**config.mk**
```make
export PLATFORM = sky130hd
export DESIGN_NAME = settle_timer
export DESIGN_NICKNAME = d
export VERILOG_FILES = /design/src/rtl/settle_timer.sv
export SDC_FILE = /design/constraint.sdc
export NUM_CORES = 1
export LEC_CHECK = 0
export CAP_MARGIN = 25
export CORE_AREA = 8 8 45 47
export CTS_BUF_LIST = sky130_fd_sc_hd__clkbuf_4 sky130_fd_sc_hd__clkbuf_8
export DETAILED_ROUTE_END_ITERATION = 6
export DIE_AREA = 0 0 53 55
export GPL_ROUTABILITY_DRIVEN = 0
export GPL_TIMING_DRIVEN = 0
export PLACE_DENSITY = 0.3
export SLEW_MARGIN = 25
export SYNTH_ARGS = -nofsm -noshare
export SYNTH_HDL_FRONTEND = slang
export SYNTH_SLANG_ARGS = --single-unit
```
**constraint.sdc**
```tcl
create_clock -name clk -period 1.2 [get_ports clk]
set_input_delay 0.18 -clock clk [delete_from_list [all_inputs] [get_ports clk]]
set_output_delay 0.18 -clock clk [all_outputs]
set_load 0.02 [all_outputs]
```
**src/rtl/settle_timer.sv**
```systemverilog
// Loadable down-counter with zero flag, used to hold each vector before sampling.
// Latency: zero asserts load_val enabled cycles after load; no backpressure, holds at zero.
// Load has priority over counting.
module settle_timer #(
  parameter int W = 2
) (
  input  logic         clk,
  input  logic         rst,
  input  logic         load,
  input  logic         en,
  input  logic [W-1:0] load_val,
  output logic         zero
);

  logic [W-1:0] cnt;

  always_ff @(posedge clk) begin
    if (rst) begin
      cnt <= '0;
    end else if (load) begin
      cnt <= load_val;
    end else if (en && cnt != '0) begin
      cnt <= cnt - W'(1);
    end
  end

  assign zero = (cnt == '0);

endmodule

```
==> impl_metrics.toml, run 1 <==
[min_path]
path_class_of_the_lowest_slack_min_delay_path = "input port to flip-flop"
min_to = "cnt[1]"
worstHoldPathCells = 3
timing.hold.worst.start = "load_val[1]"

[floorplan]
horizontal_die_dimension_um = 53
top_level_ports = 7
fp.dieArea_sq_um = 2915
number_of_rows_created_at_floorplan = 14
start_util_pct = 9.132
core_sq_um = 1384
chipHeight_um = 55

[cts]
tritoncts.num_buffers = 3
clock_sinks = 2
insertion_delay_ns = 0.22
ctsHoldBuffers = 0
clk_pin_slew_worst_paths_ns = 0.03
maximum_level_of_the_cts_h_tree = 1
tritoncts = "done"
cts.root.buffer_cell = "clkbuf_4"
clock_tree.buffer_depth = 2

[synthesis]
netlist_area_sq_um = 126.4
synth.yosys.warnings = 0
postSynth.asyncResetShare_pct = 0
postSynth.topFlopCell = "dfxtp_1"
synth_largest_area_cell = "dfxtp_1"
yosys_register_bits = 2
synth.top_cell.area_share_pct = 31.68
postSynthNetCount = 21
synth_edf_count = 0
postSynthAreaPerCell_sq_um = 9.027
netlist_instances = 14
post_synth_main_area_contributors = "dfxtp_1 (32%), nor2b_4 (11%), a211oi_2 (9.9%)"
ys_top_cells_by_count = "inv_1 (3), dfxtp_1 (2)"
yosysSeqAreaShare_pct = 31.68
yosysUniqueCellTypes = 11
yosys.cell_count.top_type = "inv_1"

[placement]
place_area_sq_um = 206.4
port-buffer-count = 6
place_inst = 36

[route]
dr.pass1.iters = 2
routed_via_density = 3.205
route.vias.total = 125
drt.antenna.violating_nets = 0
wire_per_inst_um = 7.744
detail_route.iter0.violations = 1
route.final.wire_length_um = 302
drc_errors = 0

[final_layout]
post-route-cell-area_sq_um = 229.0
area.sequential_sq_um = 40.04
num-nets-final = 32
largest_register_ffs = 2
largest_registers = "cnt (2)"
final_layout_size_suffix_gt1_share_pct = 30.43
antenna-diode-count = 0
area_taken_by_multi_input_logic_gates_sq_um = 77.57
regMostFlops = "cnt"
flow.area_growth_from_synthesis_pct = 81.19
finish.cell_count_without_fillers = 39
filler_cell_count = 151
final_util_pct = 16.55

[global_routing]
grt_util_all_layers_pct = 2.673
grt_max_degree = 4
antenna_found_initial = 0
grt_pass1_vias = 139
grt_pass1_wl_um = 496
globalRoute.totalOverflow = 0

[sta]
post-route-min-period_ns = 1.160
worstMarginPinSlew_ns = 0.1612
fmax_achieved_mhz = 862.2
setup-tns-final_ns = 0
final-hold-violation-count = 0
skew_ns = 0.0003117
timing.max_slew.rel_slack_pct = 89.18
timing.final.max_slew_violations = 0
timing.final.crit_share_pct = 96.65
timing.final.setup_violations = 0
rsz0062_at_grt = "false"

[status]
status = "completed"

[critical_path]
r2r_slack_ns = 0.12
crit_path_start_kind = "flip-flop"
critical_path_required_time_ns = 1.02
worstReg2RegEnd = "cnt[0]"
timing_worst_setup_path_type = "flip-flop to output pin"
critical_path.endpoint_type = "output pin"
worst-path-max-fanout = 3
reg2reg_depth = 5
r2r-start = "cnt[0]"
critPathArrivalTime_ns = 0.98

[job]
cap_violations = 0

[power_and_ir_drop]
power_w = 0.0002885
power.ir.vdd_worst_mv = 0.3277
p_leak_nw = 0.08861
power.density_cell_area_nw_per_um2 = 1260
[per-layer routing]
| metal | routed length, um | GRT usage (%) | part of all wire, % |
|---|---|---|---|
| met2 | 100 | 2.344 | 33 |
| met4 | 0 | 3.879 | 0 |
| met1 | 171 | 2.723 | 57 |
| met3 | 30 | 2.674 | 9.9 |
| met5 | 0 | 0 | 0 |
[through the flow]
stage / setup slack, ns / hold WS [ns]
after floorplan: 0.05098 / 0.2446
after global placement: -0.1743 / 0.5836
after detailed placement: -0.1962 / 0.5874
after CTS: 0.02422 / 0.5189
after global routing: 0.001953 / 0.5306
final: 0.04015 / 0.5207
[power by group]
| part | total, W | leakage [nW] | internal (W) | switching, W |
|---|---|---|---|---|
| logic | 0.0000676 | 0.0582 | 0.0000393 | 0.0000283 |
| registers | 0.0000761 | 0.0166 | 0.0000727 | 0.00000333 |
| clock network | 0.000145 | 0.0138 | 0.000110 | 0.0000348 |
| total | 0.000289 | 0.0886 | 0.000222 | 0.0000665 |
[critical path, stage by stage (launching register included)]
cell and delay (ns):
dfxtp_1 0.34, inv_1 0.06, ha_2 0.20, buf_4 0.16
[worst max-delay path by stage]
stage            from      to  slack, ns  cells past startpoint
2_1_floorplan  cnt[0]  cnt[0]       0.05                      5
3_3_place_gp   cnt[0]    zero      -0.17                      3
3_5_place_dp   cnt[0]    zero      -0.20                      3
4_1_cts        cnt[0]    zero       0.02                      3
5_1_grt        cnt[0]    zero      0.002                      3
6_report       cnt[0]    zero       0.04                      3
[placed cells by master (no fill, tap or decap)]
cell,synthesis,layout
nand3b_1,1,1
buf_4,0,1
o211ai_1,1,1
a21oi_1,1,1
inv_1,3,3
nor2_1,1,1
nand2_1,1,1
clkdlybuf4s50_1,0,5
nor2b_4,1,1
dfxtp_1,2,2
ha_2,0,1
a211oi_2,1,1
clkbuf_4,0,3
xnor2_1,1,1
[kinds of logic (layout without fill, tap and decap cells)]
logic type      after synthesis  count (layout)  synth area share, %
fa+ha+maj                     1               1                9.899
simple gates                  4               4                22.77
flops                         2               2                31.68
compound gates                3               3                19.80
xor+xnor                      1               1                6.932
buf+inv                       3              12                8.910
[timing repair]
action	in CTS	in global routing
endpoints found under the setup margin	1	0
gates resized for setup	6	0
buffers inserted	0	0
[final cells by class]
| cell class | instances | share of cell area [%] |
|---|---|---|
| Inverter | 3 | 4.918 |
| Sequential cell | 2 | 17.49 |
| Clock buffer | 3 | 9.836 |
| Multi-Input combinational cell | 9 | 33.88 |
| Timing Repair Buffer | 6 | 25.14 |
| Tap cell | 16 | 8.743 |
Note: power is estimated with default switching activity, not from simulation.
==> run 2, diff against run 1 <==
==> constraint.sdc (replaced) <==
create_clock -name clk -period 1.2 [get_ports clk]
set_input_delay 0.18 -clock clk [delete_from_list [all_inputs] [get_ports clk]]
set_output_delay 0.18 -clock clk [all_outputs]
set_load 0.005 [all_outputs]
==> impl_metrics.toml, run 2 (synthesis gave the netlist of run 1 again) <==
[status]
status = "completed"

[floorplan]
core_sq_um = 1384
chipHeight_um = 55
fp.dieArea_sq_um = 2915
horizontal_die_dimension_um = 53
start_util_pct = 9.132
number_of_rows_created_at_floorplan = 14
top_level_ports = 7

[final_layout]
flow.area_growth_from_synthesis_pct = 90.10
finish.cell_count_without_fillers = 40
largest_register_ffs = 2
filler_cell_count = 150
largest_registers = "cnt (2)"
num-nets-final = 33
regMostFlops = "cnt"
post-route-cell-area_sq_um = 240.2
final_layout_size_suffix_gt1_share_pct = 33.33
antenna-diode-count = 0
commonest_cells_after_routing_fill_and_taps_aside = "clkdlybuf4s50_1 (5), inv_1 (3), clkbuf_4 (3)"
final_util_pct = 17.36
layout.cells.most_common = "clkdlybuf4s50_1"

[sta]
rsz0062_at_grt = "false"
post-route-min-period_ns = 1.146
skew_ns = 0.00003303
setup-tns-final_ns = 0
final-hold-violation-count = 0
timing.final.setup_violations = 0
fmax_achieved_mhz = 872.7
worstMarginPinSlew_ns = 0.1613
timing.final.max_slew_violations = 0
timing.max_slew.rel_slack_pct = 89.17
timing.final.crit_share_pct = 95.49

[route]
drt.antenna.violating_nets = 0
dr.pass1.iters = 2
detail_route.iter0.violations = 1
drc_errors = 0
route.vias.total = 128
routed_via_density = 3.200
route.final.wire_length_um = 299
wire_per_inst_um = 7.475

[cts]
insertion_delay_ns = 0.22
cts.root.buffer_cell = "clkbuf_4"
maximum_level_of_the_cts_h_tree = 1
clock_sinks = 2
clk_pin_slew_worst_paths_ns = 0.03
tritoncts.num_buffers = 3
tritoncts = "done"
clock_tree.buffer_depth = 2

[min_path]
path_class_of_the_lowest_slack_min_delay_path = "input port to flip-flop"
timing.hold.worst.start = "load_val[1]"

[global_routing]
antenna_found_initial = 0
grt_util_all_layers_pct = 2.619
grt_pass1_wl_um = 483
globalRoute.totalOverflow = 0
grt_pass1_vias = 136
grt_max_degree = 4

[power_and_ir_drop]
power.ir.vdd_worst_mv = 0.3214
power.density_cell_area_nw_per_um2 = 1201
p_leak_nw = 0.09340

[critical_path]
critPathArrivalTime_ns = 1.28
worst-path-max-fanout = 2
timing_worst_setup_path_type = "flip-flop to flip-flop"
crit_path_start_kind = "flip-flop"
setup.worst_path.start = "cnt[1]"
critical_path_required_time_ns = 1.34
r2r-start = "cnt[1]"
critical_path.endpoint_type = "flip-flop"

[placement]
port-buffer-count = 6
place_area_sq_um = 206.4
place_inst = 36

[job]
cap_violations = 0
run 2: cell types whose count changed in the layout (fill, tap and decap cells not counted), sizes merged:
cell	before	now
clkdlybuf4s15	0	1
run 2: worst paths after layout:
kind	endpoint	slack [ns]	cells after the start
max	cnt[0]	0.05	6
min	cnt[1]	0.52	3
max reg2reg	cnt[0]	0.05	6
min reg2reg	cnt[0]	0.56	2
run 2: layer usage:
| metal | GRT usage [%] | vias up | share of wire, % |
|---|---|---|---|
| li1 | - | 66 | - |
| met1 | 2.572 | 55 | 56 |
| met2 | 2.344 | 7 | 34 |
| met3 | 2.674 | 0 | 10 |
| met4 | 3.879 | 0 | 0 |
| met5 | 0 | - | 0 |
run 2: what timing repair did:
action | CTS | global route
resized for setup | 4 | 0
buffers inserted | 1 | 0
hold buffers | 0 | 0
setup endpoints to repair | 1 | 1
pin swaps | 1 | 1
run 2: cell type report:
cell class	count	area, sq um	area share [%]
tap	16	20.02	8.333
sequential	2	41.29	17.19
clock buffer	3	22.52	9.375
inverter	3	11.26	4.688
multi-input combinational	9	77.57	32.29
timing repair buffer	7	67.56	28.13
run 2: through the flow:
step	worst slack, ns	total power [W]	hold WS [ns]
CTS	0.03764	0.0002991	0.5189
floorplan	0.1326	0.0001098	0.2446
finish	0.05407	0.0002884	0.5205
global route	0.001612	0.0003114	0.5306
global placement	-0.07167	0.0001388	0.5836
detailed placement	-0.09379	0.0001407	0.5874
run 2: power by group:
| group | switching (W) | leakage (nW) | internal, W | total, W |
|---|---|---|---|---|
| Sequential | 0.00000334 | 0.0169 | 0.0000734 | 0.0000767 |
| Clock | 0.0000352 | 0.0138 | 0.000110 | 0.000145 |
| Combinational | 0.0000239 | 0.0627 | 0.0000426 | 0.0000665 |
| Total | 0.0000624 | 0.0934 | 0.000226 | 0.000288 |
run 2: critical path, stage by stage, from the launching register on:
cell	delay [ns]
dfxtp_1	0.31
inv_1	0.05
ha_2	0.17
buf_4	0.14
nor2b_4	0.11
xnor2_1	0.08
a211oi_2	0.20
==> run 3, diff against run 2 <==
--- a/config.mk
+++ b/config.mk
@@ -8,10 +8,11 @@
 export CAP_MARGIN = 25
 export CORE_AREA = 8 8 45 47
 export CTS_BUF_LIST = sky130_fd_sc_hd__clkbuf_4 sky130_fd_sc_hd__clkbuf_8
+export CTS_CLUSTER_DIAMETER = 50
+export CTS_CLUSTER_SIZE = 14
 export DETAILED_ROUTE_END_ITERATION = 6
 export DIE_AREA = 0 0 53 55
 export GPL_ROUTABILITY_DRIVEN = 0
-export GPL_TIMING_DRIVEN = 0
 export PLACE_DENSITY = 0.3
 export SLEW_MARGIN = 25
 export SYNTH_ARGS = -nofsm -noshare
==> impl_metrics.toml, run 3 (synthesis gave the netlist of run 1 again) <==
[placement]
port-buffer-count = 6
place_inst = 37
dpl_worst_slack_ns = -0.005097
place_area_sq_um = 214.0

[sta]
timing.final.max_slew_violations = 0
skew_ns = 0.0007203
post-route-min-period_ns = 1.142
timing.max_slew.rel_slack_pct = 89.21
rsz0062_at_grt = "false"
timing.final.crit_share_pct = 95.13
fin_ws_ns = 0.05843
worstMarginPinSlew_ns = 0.1611
fmax_achieved_mhz = 876.0
final-hold-violation-count = 0
setup-tns-final_ns = 0
timing.final.setup_violations = 0

[route]
dr.pass1.iters = 2
route.vias.total = 129
routed_via_density = 3.225
route.final.wire_length_um = 308
drt.antenna.violating_nets = 0
drc_errors = 0
wire_per_inst_um = 7.700
detail_route.iter0.violations = 1

[cts]
tritoncts.num_buffers = 3
clk_pin_slew_worst_paths_ns = 0.03
maximum_level_of_the_cts_h_tree = 1
clock_sinks = 2
cts.root.buffer_cell = "clkbuf_4"
post_cts.repair.setup_buffers = 0
insertion_delay_ns = 0.22
clock_tree.buffer_depth = 2
tritoncts = "done"
ctsHoldBuffers = 0

[critical_path]
timing.critical_path.depth = 3
crit_chain = "inv_2 > ha_2 > clkdlybuf4s15_1"
crit_path_end = "zero"
max_stage_delay_ns = 0.34
setup.worst_path.start = "cnt[0]"
reg2reg_depth = 6
critPathTopFamily = "flip-flops"
crit_path_start_kind = "flip-flop"
worstReg2RegEnd = "cnt[0]"
critical_path_buf_inv_count = 2
worst-path-max-fanout = 2
critPathArrivalTime_ns = 0.96
critical_path_required_time_ns = 1.02
timing.critical_path.slowest_stage_cell = "dfxtp_2"
timing_worst_setup_path_type = "flip-flop to output pin"
r2r_slack_ns = 0.06
r2r-start = "cnt[0]"
critical_path.endpoint_type = "output pin"

[final_layout]
final_util_pct = 17.99
filler_cell_count = 152
post-route-cell-area_sq_um = 249.0
flow.area_growth_from_synthesis_pct = 97.03
largest_register_ffs = 2
regMostFlops = "cnt"
largest_registers = "cnt (2)"
num-nets-final = 33
antenna-diode-count = 0
area.sequential_sq_um = 42.54
commonest_cells_after_routing_fill_and_taps_aside = "clkdlybuf4s50_1 (5), clkbuf_4 (3), inv_1 (2), dfxtp_2 (2)"
layout.cells.most_common = "clkdlybuf4s50_1"
final_layout_size_suffix_gt1_share_pct = 45.83
area_taken_by_multi_input_logic_gates_sq_um = 85.08
finish.cell_count_without_fillers = 40

[floorplan]
horizontal_die_dimension_um = 53
number_of_rows_created_at_floorplan = 14
chipHeight_um = 55
core_sq_um = 1384
top_level_ports = 7
start_util_pct = 9.132
fp.dieArea_sq_um = 2915

[global_routing]
globalRoute.totalOverflow = 0
grt_pass1_vias = 147
grt_pass1_wl_um = 552
antenna_found_initial = 0
grt_util_all_layers_pct = 3.164
grt_max_degree = 4

[power_and_ir_drop]
p_leak_nw = 0.09711
power.density_cell_area_nw_per_um2 = 1209
power.ir.vdd_worst_mv = 0.2757

[status]
status = "completed"

[job]
cap_violations = 0

[min_path]
path_class_of_the_lowest_slack_min_delay_path = "input port to flip-flop"
[run 3: cell counts in the layout (fill, tap and decap cells not counted)]
Identical to the previous run, type by type.
[run 3: worst min path at each step]
stage / to / cells after the start / startpoint
2_1_floorplan: cnt[0] / 1 / rst
3_3_place_gp: cnt[0] / 2 / cnt[0]
3_5_place_dp: cnt[0] / 2 / cnt[0]
5_1_grt: cnt[1] / 3 / load_val[1]
4_1_cts: cnt[1] / 3 / load_val[1]
6_report: cnt[1] / 3 / load_val[1]
[run 3: where the power goes]
| group | switching (W) | total [W] | internal (W) | leakage, nW |
|---|---|---|---|---|
| Combinational | 0.0000256 | 0.0000721 | 0.0000464 | 0.0661 |
| Clock | 0.0000400 | 0.000150 | 0.000110 | 0.0138 |
| Sequential | 0.00000448 | 0.0000784 | 0.0000739 | 0.0172 |
| Total | 0.0000702 | 0.000301 | 0.000231 | 0.0971 |
[run 3: routing by layer]
| layer | share of wire, % | wire length [um] | global-route usage (%) |
|---|---|---|---|
| met5 | 0 | 0 | 0 |
| met4 | 4.9 | 15 | 6.466 |
| met3 | 12 | 37 | 2.674 |
| met2 | 33 | 102 | 3.125 |
| met1 | 49 | 152 | 2.572 |
[run 3: worst min-delay path: stages]
cell             delay, ns
clkdlybuf4s50_1       0.39
nand2_1               0.06
a21oi_1               0.05
[run 3: final cells by class]
| type | count | area share, % |
|---|---|---|
| timing repair buffer | 7 | 27.14 |
| tap | 16 | 8.040 |
| clock buffer | 3 | 9.045 |
| sequential | 2 | 17.09 |
| multi-input combinational | 9 | 34.17 |
| inverter | 3 | 4.523 |
[run 3: metrics by stage]
stage | total power (W) | hold WS (ns)
3_5_place_dp | 0.0001449 | 0.5804
5_1_grt | 0.0003275 | 0.5238
2_1_floorplan | 0.0001098 | 0.2446
6_report | 0.0003009 | 0.5072
4_1_cts | 0.0003054 | 0.5080
3_3_place_gp | 0.0001439 | 0.5813
[run 3: timing repair]
action,4_1_cts,5_1_grt
gates resized for setup,3,4
setup endpoints to repair,2,3
pin swaps,0,4
